<file path="config.mk">
export PLATFORM = sky130hd
export DESIGN_NAME = conversor_display
export DESIGN_NICKNAME = d
export VERILOG_FILES = /design/src/rtl/display_pkg.sv /design/src/rtl/decod_7seg.sv /design/src/rtl/conversor_display.sv
export SDC_FILE = /design/constraint.sdc
export NUM_CORES = 1
export LEC_CHECK = 0
export ABC_AREA = 1
export CAP_MARGIN = 20
export CORE_ASPECT_RATIO = 1.2
export CORE_MARGIN = 5
export CORE_UTILIZATION = 40
export DETAILED_ROUTE_END_ITERATION = 16
export GPL_TIMING_DRIVEN = 0
export PLACE_DENSITY = 0.7
export SYNTH_ARGS = -nofsm -noshare
export SYNTH_HDL_FRONTEND = slang
export SYNTH_SLANG_ARGS = --single-unit
</file>
<file path="constraint.sdc">
create_clock -name clk_rapido -period 2.4 [get_ports clk_rapido]
set_input_delay 0.24 -clock clk_rapido [delete_from_list [all_inputs] [get_ports clk_rapido]]
set_output_delay 0.24 -clock clk_rapido [all_outputs]
set_load 0.005 [all_outputs]
</file>
<file path="src/rtl/display_pkg.sv">
// display_pkg: shared definitions for the stdout 7-segment display converter.
//   - estado_t       : converter FSM states
//   - SEG_*          : active-low segment codes, bit order {a,b,c,d,e,f,g}
//   - corrige_nibble : double-dabble add-3 correction of one BCD nibble
package display_pkg;

    typedef enum logic [1:0] {
        OCIOSO,
        CONVERTE,
        ATUALIZA
    } estado_t;

    localparam logic [6:0] SEG_APAGADO = 7'b1111111;
    localparam logic [6:0] SEG_TRACO   = 7'b1111110;
    localparam logic [6:0] SEG_0       = 7'b0000001;
    localparam logic [6:0] SEG_1       = 7'b1001111;
    localparam logic [6:0] SEG_2       = 7'b0010010;
    localparam logic [6:0] SEG_3       = 7'b0000110;
    localparam logic [6:0] SEG_4       = 7'b1001100;
    localparam logic [6:0] SEG_5       = 7'b0100100;
    localparam logic [6:0] SEG_6       = 7'b0100000;
    localparam logic [6:0] SEG_7       = 7'b0001111;
    localparam logic [6:0] SEG_8       = 7'b0000000;
    localparam logic [6:0] SEG_9       = 7'b0000100;

    // A nibble of 5 or more would exceed 9 after the next shift; adding 3
    // first makes the shift carry into the next decimal digit.
    function automatic logic [3:0] corrige_nibble(input logic [3:0] n);
        return (n >= 4'd5) ? n + 4'd3 : n;
    endfunction

endpackage

</file>
<file path="src/rtl/decod_7seg.sv">
// decod_7seg: BCD digit to active-low 7-segment code.
//   bcd : 4-bit BCD digit in (values above 9 show blank)
//   seg : segments {a,b,c,d,e,f,g}, 0 = lit
module decod_7seg
    import display_pkg::*;
(
    input  logic [3:0] bcd,
    output logic [6:0] seg
);

    always_comb begin
        seg = SEG_APAGADO;
        case (bcd)
            4'd0: seg = SEG_0;
            4'd1: seg = SEG_1;
            4'd2: seg = SEG_2;
            4'd3: seg = SEG_3;
            4'd4: seg = SEG_4;
            4'd5: seg = SEG_5;
            4'd6: seg = SEG_6;
            4'd7: seg = SEG_7;
            4'd8: seg = SEG_8;
            4'd9: seg = SEG_9;
            default: seg = SEG_APAGADO;
        endcase
    end

endmodule

</file>
<file path="src/rtl/conversor_display.sv">
// conversor_display: captures the CPU stdout value and shows it in decimal on
// two active-low 7-segment digits (tens, units). Binary-to-BCD uses an
// iterative double-dabble, one bit per clock. Values >= 100 show two dashes.
//
// Ports:
//   clk_rapido        : clock, rising edge
//   reset             : synchronous active-high reset
//   stdout_7b         : value to display (LARGURA bits)
//   stdout_we         : write strobe, accepted while pronto=1
//   pronto            : idle, a write is accepted this cycle
//   descartado        : one-cycle pulse after a write arrived while busy
//   dez_a..dez_g      : tens digit segments, active-low
//   unid_a..unid_g    : units digit segments, active-low
//
// Build option: define APAGA_ZERO_ESQ_EN to blank a leading zero in the tens
// digit.
module conversor_display
    import display_pkg::*;
#(
    parameter int LARGURA = 7
) (
    input  logic               clk_rapido,
    input  logic               reset,
    input  logic [LARGURA-1:0] stdout_7b,
    input  logic               stdout_we,
    output logic               pronto,
    output logic               descartado,
    output logic               dez_a,
    output logic               dez_b,
    output logic               dez_c,
    output logic               dez_d,
    output logic               dez_e,
    output logic               dez_f,
    output logic               dez_g,
    output logic               unid_a,
    output logic               unid_b,
    output logic               unid_c,
    output logic               unid_d,
    output logic               unid_e,
    output logic               unid_f,
    output logic               unid_g
);

    localparam int CW = $clog2(LARGURA + 1);

    estado_t            estado;
    estado_t            prox_estado;
    logic [LARGURA-1:0] desloc;
    logic [11:0]        bcd;
    logic [11:0]        bcd_corr;
    logic [CW-1:0]      contador;
    logic [6:0]         seg_dez;
    logic [6:0]         seg_unid;
    logic [6:0]         dec_dez;
    logic [6:0]         dec_unid;

    // State register
    always_ff @(posedge clk_rapido) begin
        if (reset) begin
            estado <= OCIOSO;
        end else begin
            estado <= prox_estado;
        end
    end

    // Next-state logic
    always_comb begin
        prox_estado = estado;
        case (estado)
            OCIOSO:   if (stdout_we) prox_estado = CONVERTE;
            CONVERTE: if (contador == CW'(1)) prox_estado = ATUALIZA;
            ATUALIZA: prox_estado = OCIOSO;
            default:  prox_estado = OCIOSO;
        endcase
    end

    assign pronto = (estado == OCIOSO);

    assign bcd_corr = {corrige_nibble(bcd[11:8]),
                       corrige_nibble(bcd[7:4]),
                       corrige_nibble(bcd[3:0])};

    decod_7seg u_dec_dez  (.bcd(bcd[7:4]), .seg(dec_dez));
    decod_7seg u_dec_unid (.bcd(bcd[3:0]), .seg(dec_unid));

    // Datapath: shift/BCD registers, segment registers, discard pulse
    always_ff @(posedge clk_rapido) begin
        if (reset) begin
            desloc     <= '0;
            bcd        <= '0;
            contador   <= '0;
            seg_dez    <= SEG_APAGADO;
            seg_unid   <= SEG_APAGADO;
            descartado <= 1'b0;
        end else begin
            descartado <= stdout_we && (estado != OCIOSO);
            case (estado)
                OCIOSO: begin
                    if (stdout_we) begin
                        desloc   <= stdout_7b;
                        bcd      <= '0;
                        contador <= CW'(LARGURA);
                    end
                end
                CONVERTE: begin
                    // {bcd,desloc} shifted left as one wide register
                    bcd      <= {bcd_corr[10:0], desloc[LARGURA-1]};
                    desloc   <= {desloc[LARGURA-2:0], 1'b0};
                    contador <= contador - CW'(1);
                end
                ATUALIZA: begin
                    if (bcd[11:8] != 4'd0) begin
                        seg_dez  <= SEG_TRACO;
                        seg_unid <= SEG_TRACO;
                    end else begin
`ifdef APAGA_ZERO_ESQ_EN
                        seg_dez  <= (bcd[7:4] == 4'd0) ? SEG_APAGADO : dec_dez;
`else
                        seg_dez  <= dec_dez;
`endif
                        seg_unid <= dec_unid;
                    end
                end
                default: ;
            endcase
        end
    end

    assign {dez_a, dez_b, dez_c, dez_d, dez_e, dez_f, dez_g}        = seg_dez;
    assign {unid_a, unid_b, unid_c, unid_d, unid_e, unid_f, unid_g} = seg_unid;

endmodule

</file>
======== Yosys cells after proc, flatten, opt, wreduce, memory -nomap -nowiden ========
Memories as Yosys holds them, arrays and structs flattened. A register that Yosys moved wholly into a read port is not among the register bits.
Index checks and enable logic that the tools add are counted.
W data, S select, Z words.
cells by class
  eq/ne operators ......................... 5
  magnitude comparators ................... 3
  muxes and demuxes ....................... 18
  add/sub/neg operators ................... 4
  reductions and logical operators ........ 7
operators by type and width
  cell                   number
  $mux W4                6
  $pmux W12 S2           1
  $mux W7                3
  $pmux W7 S2            1
  $ge A4 B3 Y1 const B   3
  $mux W12               1
  $add A4 B2 Y4 const B  2
  $mux W3                2
  $pmux W3 S2            1
  $mux W2                2
  $ne A2 B2 Y1 const B   2
  $pmux W2 S2            1
  $reduce_and A2 Y1      2
  $reduce_bool A2 Y1     2
  $reduce_bool A4 Y1     1
  $add A3 B2 Y3 const B  1
  $eq A3 B1 Y1 const B   1
  $sub A3 B1 Y3 const B  1
  $eq A2 B1 Y1 const B   1
  $eq A2 B2 Y1 const B   1
  $logic_not A2 Y1       1
  $logic_and A1 B1 Y1    1
word-level totals
  ROM bits ................................ 224
  output and inout port bits .............. 16
  memories ................................ 2
  register bits ........................... 39
  logic and storage cells ................. 46
memories
  memory            depth  bits a word  read ports  clocked after Yosys merged registers in  wr ports  RTL line          RTL
  (name not given)  16     7            1           1                                        0         decod_7seg.sv:13  case (bcd)
  (name not given)  16     7            1           1                                        0         decod_7seg.sv:13

======== Longest topological paths before layout ========
Gate-level depths: netlist (run 1).
  word-level depth ........................ 5
  mapped depth ............................ 14

======== By module ========
From an unflattened synthesis (run 1), not the netlist that was laid out.
unflattened totals
  cell total of the unflattened synthesis .. 316
  area, all modules ....................... 2163.3 sq um
by module, submodules not included
  module             cells an instance  area an instance (sq um)  seq. area each (sq um)  times used
  conversor_display  246                1788.0                    780.7                   1
  decod_7seg         35                 187.7                     0.0                     2

======== Worst setup path after synthesis (run 1) ========
No wires, ideal clock.
  path kind ............................... reg-to-reg
  start ................................... register bcd[0]
  end ..................................... register, netlist name u_dec_unid.seg[3]
  data required time ...................... 2.282 ns
  library setup time ...................... 0.118 ns
  data arrival time ....................... 1.597 ns
  stages on the path, launching flop included .. 13
  setup slack ............................. 0.685 ns
  cell sequence ........................... dfxtp_1 inv_1 ha_1 inv_1 nand2_1 nand4_1 nand3_1 nand2_2 inv_1 ha_1 nand3b_1 nand3_1 nand2_1
between the ends
  longest elaborated chain between the ends .. 5
  elaborated cells between the ends (all ways) .. 6
RTL lines
  element                                               RTL line                  RTL
  start, declared                                       conversor_display.sv:49   logic [11:0] bcd;
  start signal, assigned                                conversor_display.sv:107  bcd <= {bcd_corr[10:0], desloc[LARGURA-1]};
  $add A4 B2 Y4 / $ge A4 B3 Y1 (equally long branches)  display_pkg.sv:29         return (n >= 4'd5) ? n + 4'd3 : n;
  $mux W4                                               display_pkg.sv:29
  $pmux W12 S2                                          conversor_display.sv:97   case (estado)
  $mux W4 (no line) * (2 in series)                     --
Mark *: on every way between the ends. The rest lies on a longest branch, timed or not.
A chain may end at the register's enable or synchronous reset.

======== Worst setup path in the final report (run 1) ========
  start ................................... input reset
  end ..................................... register, netlist name u_dec_unid.seg[3]
between the ends
  longest elaborated chain between the ends .. 1
RTL lines
  element            RTL line                 RTL
  start, declared    conversor_display.sv:23  input logic reset,
  $mux W4 (no line)  --
Every way passes these cells.

==> flow_metrics.tcl, run 1 <==
set metrics [dict create \
    clk_latency_ps 310 \
    viasPerCell 4.654 \
    fillerInstances 607 \
    r2r_cells 11 \
    tightest_slew_ps 481.8 \
    status "completed" \
    clkPwrFrac 0.306 \
    ir_drop_uv 197.0 \
    hold_buffers 0 \
    clkSinkCount 53 \
    clock.fmax_mhz 490.1 \
    yosysUniqueCellTypes 27 \
    cp.arrival_ps 2250 \
    ant_nets 0 \
    rsz0062_at_grt "no" \
    fin_skew_ps 6.373 \
    drv_cap 0 \
    drc 0 \
    die_y_um 97.16 \
    placed_cell_area_mm2 0.002885 \
    cts_root_buf "clkbuf_8" \
    routedWlPerCell_um 10.92 \
    drv_slew 0 \
    grt_overflow 0 \
    synth_top_area_share 0.4190 \
    clk_pin_slew_ps 100 \
    switchingPower_w 0.0004268 \
    ios 26 \
    setup_ws_ps 359.4 \
    r2r_start "estado[1]" \
    yosysSeqAreaShare 0.4190 \
    die_width_um 82.64 \
    startpoint "reset" \
    synthCells 321 \
    synth_ff_type "dfxtp_1" \
    p_leak_nw 1.401 \
    dpl.hpwl_mm 3.619 \
    cp-start-kind "input port" \
    core_area_mm2 0.006090 \
    switching_share 0.2606 \
    num_antenna_cells 0 \
    synthTopCellsByArea "dfxtp_1, nand2_1, ha_1" \
    io_buffer_count 25 \
    cellPowerDensity_mw_per_mm2 551.2 \
    layout-drive-gt1-share 0.1017 \
    synth_area_per_cell_um2 7.889 \
    numCtsBuffers 5 \
    end_kind "flop" \
    crit_top_cell "nor2_1" \
    dieArea_mm2 0.008029 \
    synthMuxAreaShare 0 \
    cts_buffer_depth 2 \
    synth_top_family_by_area "simple AND/OR/NAND/NOR gates" \
    antenna_found_initial 0 \
    dr_total_vias 2029 \
    grt_pass1_wl_mm 8.583 \
    relSlewSlack 0.6776 \
    p_int_w 0.001211 \
    synth-async-reset-ratio 0 \
    crit_slowest_cell "clkdlybuf4s50_1" \
    rrSetupSlack_ps 400 \
    yosys.area.top_type "dfxtp_1" \
    grt_pass1_vias 2011 \
    yosys_warnings 0 \
    synthesis.nets 351 \
    synth_edf_count 0 \
    crit_path_max_incr_delay_ps 670 \
    timing.rr.end "u_dec_unid.seg[3]" \
    crit_chain "clkdlybuf4s50_1 -> nor2_8 -> inv_2 -> nor2_1 -> nor2_1 -> inv_1 -> ha_1 -> nand3b_1 -> nand3_1 -> nand2_1" \
    setup_viol 0 \
    yosys.area_share.simple 0.2821 \
    synthesis.area_mm2 0.002532 \
    cts_resized 0 \
    critPathKind "input port to flop" \
    cp.required_ps 2610 \
    area_delta_synth_final_pct 17.34 \
    synth-xor-area-share 0.006917 \
    tns_ps 0 \
    endpoint "u_dec_unid.seg[3]" \
    dr.pass1.iters 4 \
    initial_utilization 0.4159 \
    p_seq_frac 0.572 \
    combPwrFrac 0.123 \
    cts-htree-levels 2 \
    nets 383 \
    gr-usage-all-layers 0.1326 \
    critPathMaxFanout 9 \
    drt_iter0_drc 119 \
    drt-total-wl_mm 4.761 \
    ys_ff_latch 53 \
    synth_compound_area_frac 0.1136 \
    pre_cts_slack_ps 52.96 \
    grt_max_degree 17 \
    synth_fa_ha_area_frac 0.09881 \
    design_area_mm2 0.002972 \
    period_needed_ps 2041 \
    power.total_w 0.001638 \
    rows 31 \
    cts_setup_buffers 0 \
    cts_tree "yes" \
    final-hold-violation-count 0 \
    gp_congestion 0.8388 \
    finalCritPeriodShare 0.8502 \
    hp-class "flop to flop" \
]
-- power by group through the flow --
stage | logic (W) | registers, W | clock network, W
after floorplan | 0.000132 | 0.000954 | 0
after global placement | 0.000198 | 0.000957 | 0
after detailed placement | 0.000203 | 0.000958 | 0
after CTS | 0.000204 | 0.000937 | 0.000515
after global routing | 0.000233 | 0.000942 | 0.000549
final | 0.000201 | 0.000936 | 0.000501
-- cell usage after synthesis, types with 2 or more instances --
master and instances:
buf_2 3, clkbuf_1 2, dfxtp_1 53, ha_1 20, inv_1 37, inv_2 6
nand2_1 91, nand2_2 7, nand2_4 4, nand3_1 21, nand3_4 2, nand3b_1 2
nand4_1 5, nor2_1 18, o21ai_0 17, o21ai_4 3, o22ai_1 19, xor2_1 2
-- sequential cells by signal (all words and copies together), names as in the netlist, 2 cells and up --
name	cells
bcd	12
desloc	7
seg_dez	7
seg_unid	7
u_dec_dez.seg	7
u_dec_unid.seg	7
contador	3
estado	2
-- cell type report --
class | count | area, µm² | area share
Sequential cell | 53 | 1061 | 0.3571
Buffer | 6 | 33.78 | 0.01137
Multi-Input combinational cell | 218 | 1270 | 0.4274
Timing Repair Buffer | 25 | 250.2 | 0.08421
Inverter | 44 | 167.7 | 0.05642
Clock inverter | 2 | 13.76 | 0.004632
Clock buffer | 6 | 72.57 | 0.02442
Tap cell | 82 | 102.6 | 0.03453
-- worst min-delay path by stage --
| stage | slack, ps | to | cells after the start | start |
|---|---|---|---|---|
| after global placement | 430 | seg_unid[2] | 2 | u_dec_unid.seg[2] |
| after global routing | 480 | seg_dez[3] | 2 | u_dec_dez.seg[3] |
| after detailed placement | 440 | seg_unid[4] | 2 | u_dec_unid.seg[4] |
| after CTS | 460 | seg_unid[4] | 2 | u_dec_unid.seg[4] |
| after floorplan | 310 | contador[2] | 1 | reset |
| final | 450 | seg_unid[4] | 2 | u_dec_unid.seg[4] |
-- placed cells by master (no fill, tap or decap), types with 2 or more instances in the layout --
| master | Yosys | final |
|---|---|---|
| nand3b_1 | 2 | 2 |
| o21ai_0 | 17 | 17 |
| o21ai_4 | 3 | 3 |
| nand2_4 | 4 | 4 |
| nand2_2 | 7 | 7 |
| inv_2 | 6 | 6 |
| o22ai_1 | 19 | 19 |
| nor2_1 | 18 | 18 |
| clkbuf_8 | 0 | 5 |
| nand3_1 | 21 | 21 |
| nand4_1 | 5 | 5 |
| clkdlybuf4s50_1 | 0 | 25 |
| nand3_4 | 2 | 2 |
| inv_1 | 37 | 37 |
| xor2_1 | 2 | 2 |
| buf_2 | 3 | 3 |
| clkbuf_1 | 2 | 3 |
| dfxtp_1 | 53 | 53 |
| ha_1 | 20 | 20 |
| nand2_1 | 91 | 91 |
-- worst max-delay path, delay by kind of cell --
family        cells  cell delay, ps
fa+ha+maj         1             210
buf+inv           3             900
simple gates      6             890
-- per-stage QoR --
stage	util	hold WS, ps	std cells
after global placement	0.4738	428.5	428
after CTS	0.4880	458.8	436
after floorplan	-	309.4	321
final	0.4880	454.0	436
after global routing	0.4880	478.8	436
after detailed placement	0.4738	436.1	428
-- kinds of logic after synthesis --
logic type | after synthesis
xor gates and xnor gates | 2
buffers and inverters | 50
adders and majority gates | 20
DFF | 53
and+or+nand+nor | 152
AOI/OAI and AO/OA | 44
-- routing by layer --
metal | global-route usage | part of all wire | up-vias
met5 | 0 | 0 | -
met4 | 0.05157 | 0.019 | 0
met3 | 0.02597 | 0.032 | 7
met1 | 0.1617 | 0.45 | 900
met2 | 0.2235 | 0.49 | 25
li1 | - | - | 1097
(Power assumes the default switching activity.)
==> run 2: changes to the inputs <==
CORE_MARGIN = 2   (was 5)
MAX_ROUTING_LAYER = met4   (was not set)
RECOVER_POWER = 25   (was not set)
==> flow_metrics.tcl, run 2 (same netlist as run 1, synthesis figures left out) <==
set metrics [dict create \
    rsz0062_at_grt "no" \
    layout-drive-gt1-share 0.09605 \
    dr.pass1.iters 4 \
    clk_pin_slew_ps 100 \
    num_antenna_cells 0 \
    relSlewSlack 0.6698 \
    cts-htree-levels 2 \
    grt_pass1_wl_mm 8.197 \
    clkSinkCount 53 \
    pre_cts_slack_ps 63.68 \
    final-hold-violation-count 0 \
    ios 26 \
    crit_path_max_incr_delay_ps 720 \
    numCtsBuffers 5 \
    viasPerCell 4.700 \
    crit_slowest_cell "dlygate4sd3_1" \
    final_common_cell "nand2_1" \
    clock.fmax_mhz 474.4 \
    cts_tree "yes" \
    path_buf_inv 3 \
    cp.arrival_ps 2320 \
    cellPowerDensity_mw_per_mm2 585.7 \
    core_area_mm2 0.006090 \
    grt_max_degree 18 \
    period_needed_ps 2108 \
    cts_setup_buffers 0 \
    cts_buffer_depth 2 \
    antenna_found_initial 0 \
    area_delta_synth_final_pct 18.13 \
    hold_buffers 0 \
    die_y_um 91.16 \
    grt_overflow 0 \
    critPathKind "input port to flop" \
    crit_chain "dlygate4sd3_1 -> inv_1 -> nand2_4 -> nor2_1 -> nor2_1 -> inv_1 -> ha_1 -> nand3b_1 -> nand3_1 -> nand2_1" \
    drv_cap 0 \
    ant_nets 0 \
    clk_latency_ps 310 \
    p_leak_nw 1.394 \
    tightest_slew_ps 493.5 \
    regMostFlops "bcd" \
    setup_viol 0 \
    setup_ws_ps 292.0 \
    drv_slew 0 \
    finalCritPeriodShare 0.8783 \
    fin_skew_ps 6.690 \
    cp.required_ps 2610 \
    nets 383 \
    cts_resized 0 \
    tns_ps 0 \
    critPathMaxFanout 6 \
    drc 0 \
    dpl.hpwl_mm 3.612 \
    initial_utilization 0.4159 \
    status "completed" \
    rrSetupSlack_ps 420 \
    drt-total-wl_mm 4.754 \
    die_width_um 76.64 \
    fillerInstances 621 \
    gr-usage-all-layers 0.1469 \
    mostFrequentLayoutCells "nand2_1, dfxtp_1, inv_1" \
    gp_congestion 0.9008 \
    largest_register_ffs 12 \
    end_kind "flop" \
    cts_root_buf "clkbuf_8" \
    grt_pass1_vias 1976 \
    ir_drop_uv 316.0 \
    rows 31 \
    dieArea_mm2 0.006986 \
    cp-start-kind "input port" \
    routedWlPerCell_um 10.90 \
    dr_total_vias 2049 \
    hp-class "flop to flop" \
    drt_iter0_drc 110 \
    io_buffer_count 25 \
    crit_family "buffers and inverters" \
]
[run 2: cell count changes in the layout (fill, tap and decap cells not counted)]
cell	before	now
buf_2	3	2
bufinv_16	0	1
clkdlybuf4s50_1	25	16
dlygate4sd3_1	0	9
inv_1	37	38
inv_2	6	5
nand3_1	21	22
nand3_2	1	0
[run 2: worst paths after layout]
| kind | from | end | cells past startpoint |
|---|---|---|---|
| worst min-delay path | u_dec_unid.seg[3] | seg_unid[3] | 2 |
| worst max-delay path | reset | u_dec_unid.seg[3] | 10 |
| worst min register to register | u_dec_unid.seg[3] | seg_unid[3] | 2 |
| worst max register to register | estado[1] | u_dec_unid.seg[3] | 11 |
[run 2: power breakdown]
group,internal [W],switching [W]
Combinational,0.0000832,0.000114
Sequential,0.000917,0.0000202
Clock,0.000313,0.000304
Total,0.00131,0.000439
[run 2: worst min-delay path, cell delays in order (launching register included)]
cell and delay, ps:
dfxtp_1 320, o22ai_1 70, nand2_1 50
[run 2: area by class of cell]
| type | count | area, µm² | share of cell area |
|---|---|---|---|
| Tap cell | 82 | 102.6 | 0.03430 |
| Multi-Input combinational cell | 218 | 1265 | 0.4228 |
| Clock buffer | 5 | 68.82 | 0.02300 |
| Timing Repair Buffer | 25 | 250.2 | 0.08365 |
| Sequential cell | 53 | 1061 | 0.3547 |
| Clock inverter | 3 | 43.79 | 0.01464 |
| Inverter | 44 | 167.7 | 0.05604 |
| Buffer | 6 | 32.53 | 0.01087 |
[run 2: through the flow]
step / total power [W] / hold slack [ps] / utilization / area (µm²) / cells
final: 0.001752 / 457.3 / 0.4913 / 2992 / 436
after global placement: 0.001154 / 428.5 / 0.4738 / 2885 / 428
after global routing: 0.001832 / 481.4 / 0.4913 / 2992 / 436
after CTS: 0.001771 / 461.5 / 0.4923 / 2998 / 436
after floorplan: 0.001087 / 309.4 / - / 2532 / 321
after detailed placement: 0.001158 / 437.3 / 0.4738 / 2885 / 428
[run 2: metal layers]
metal	global-route usage	part of all wire	vias to the layer above
met5	-	0	-
met4	0.05758	0.017	0
met3	0.02485	0.025	4
met2	0.2692	0.51	23
met1	0.1566	0.45	926
li1	-	-	1096
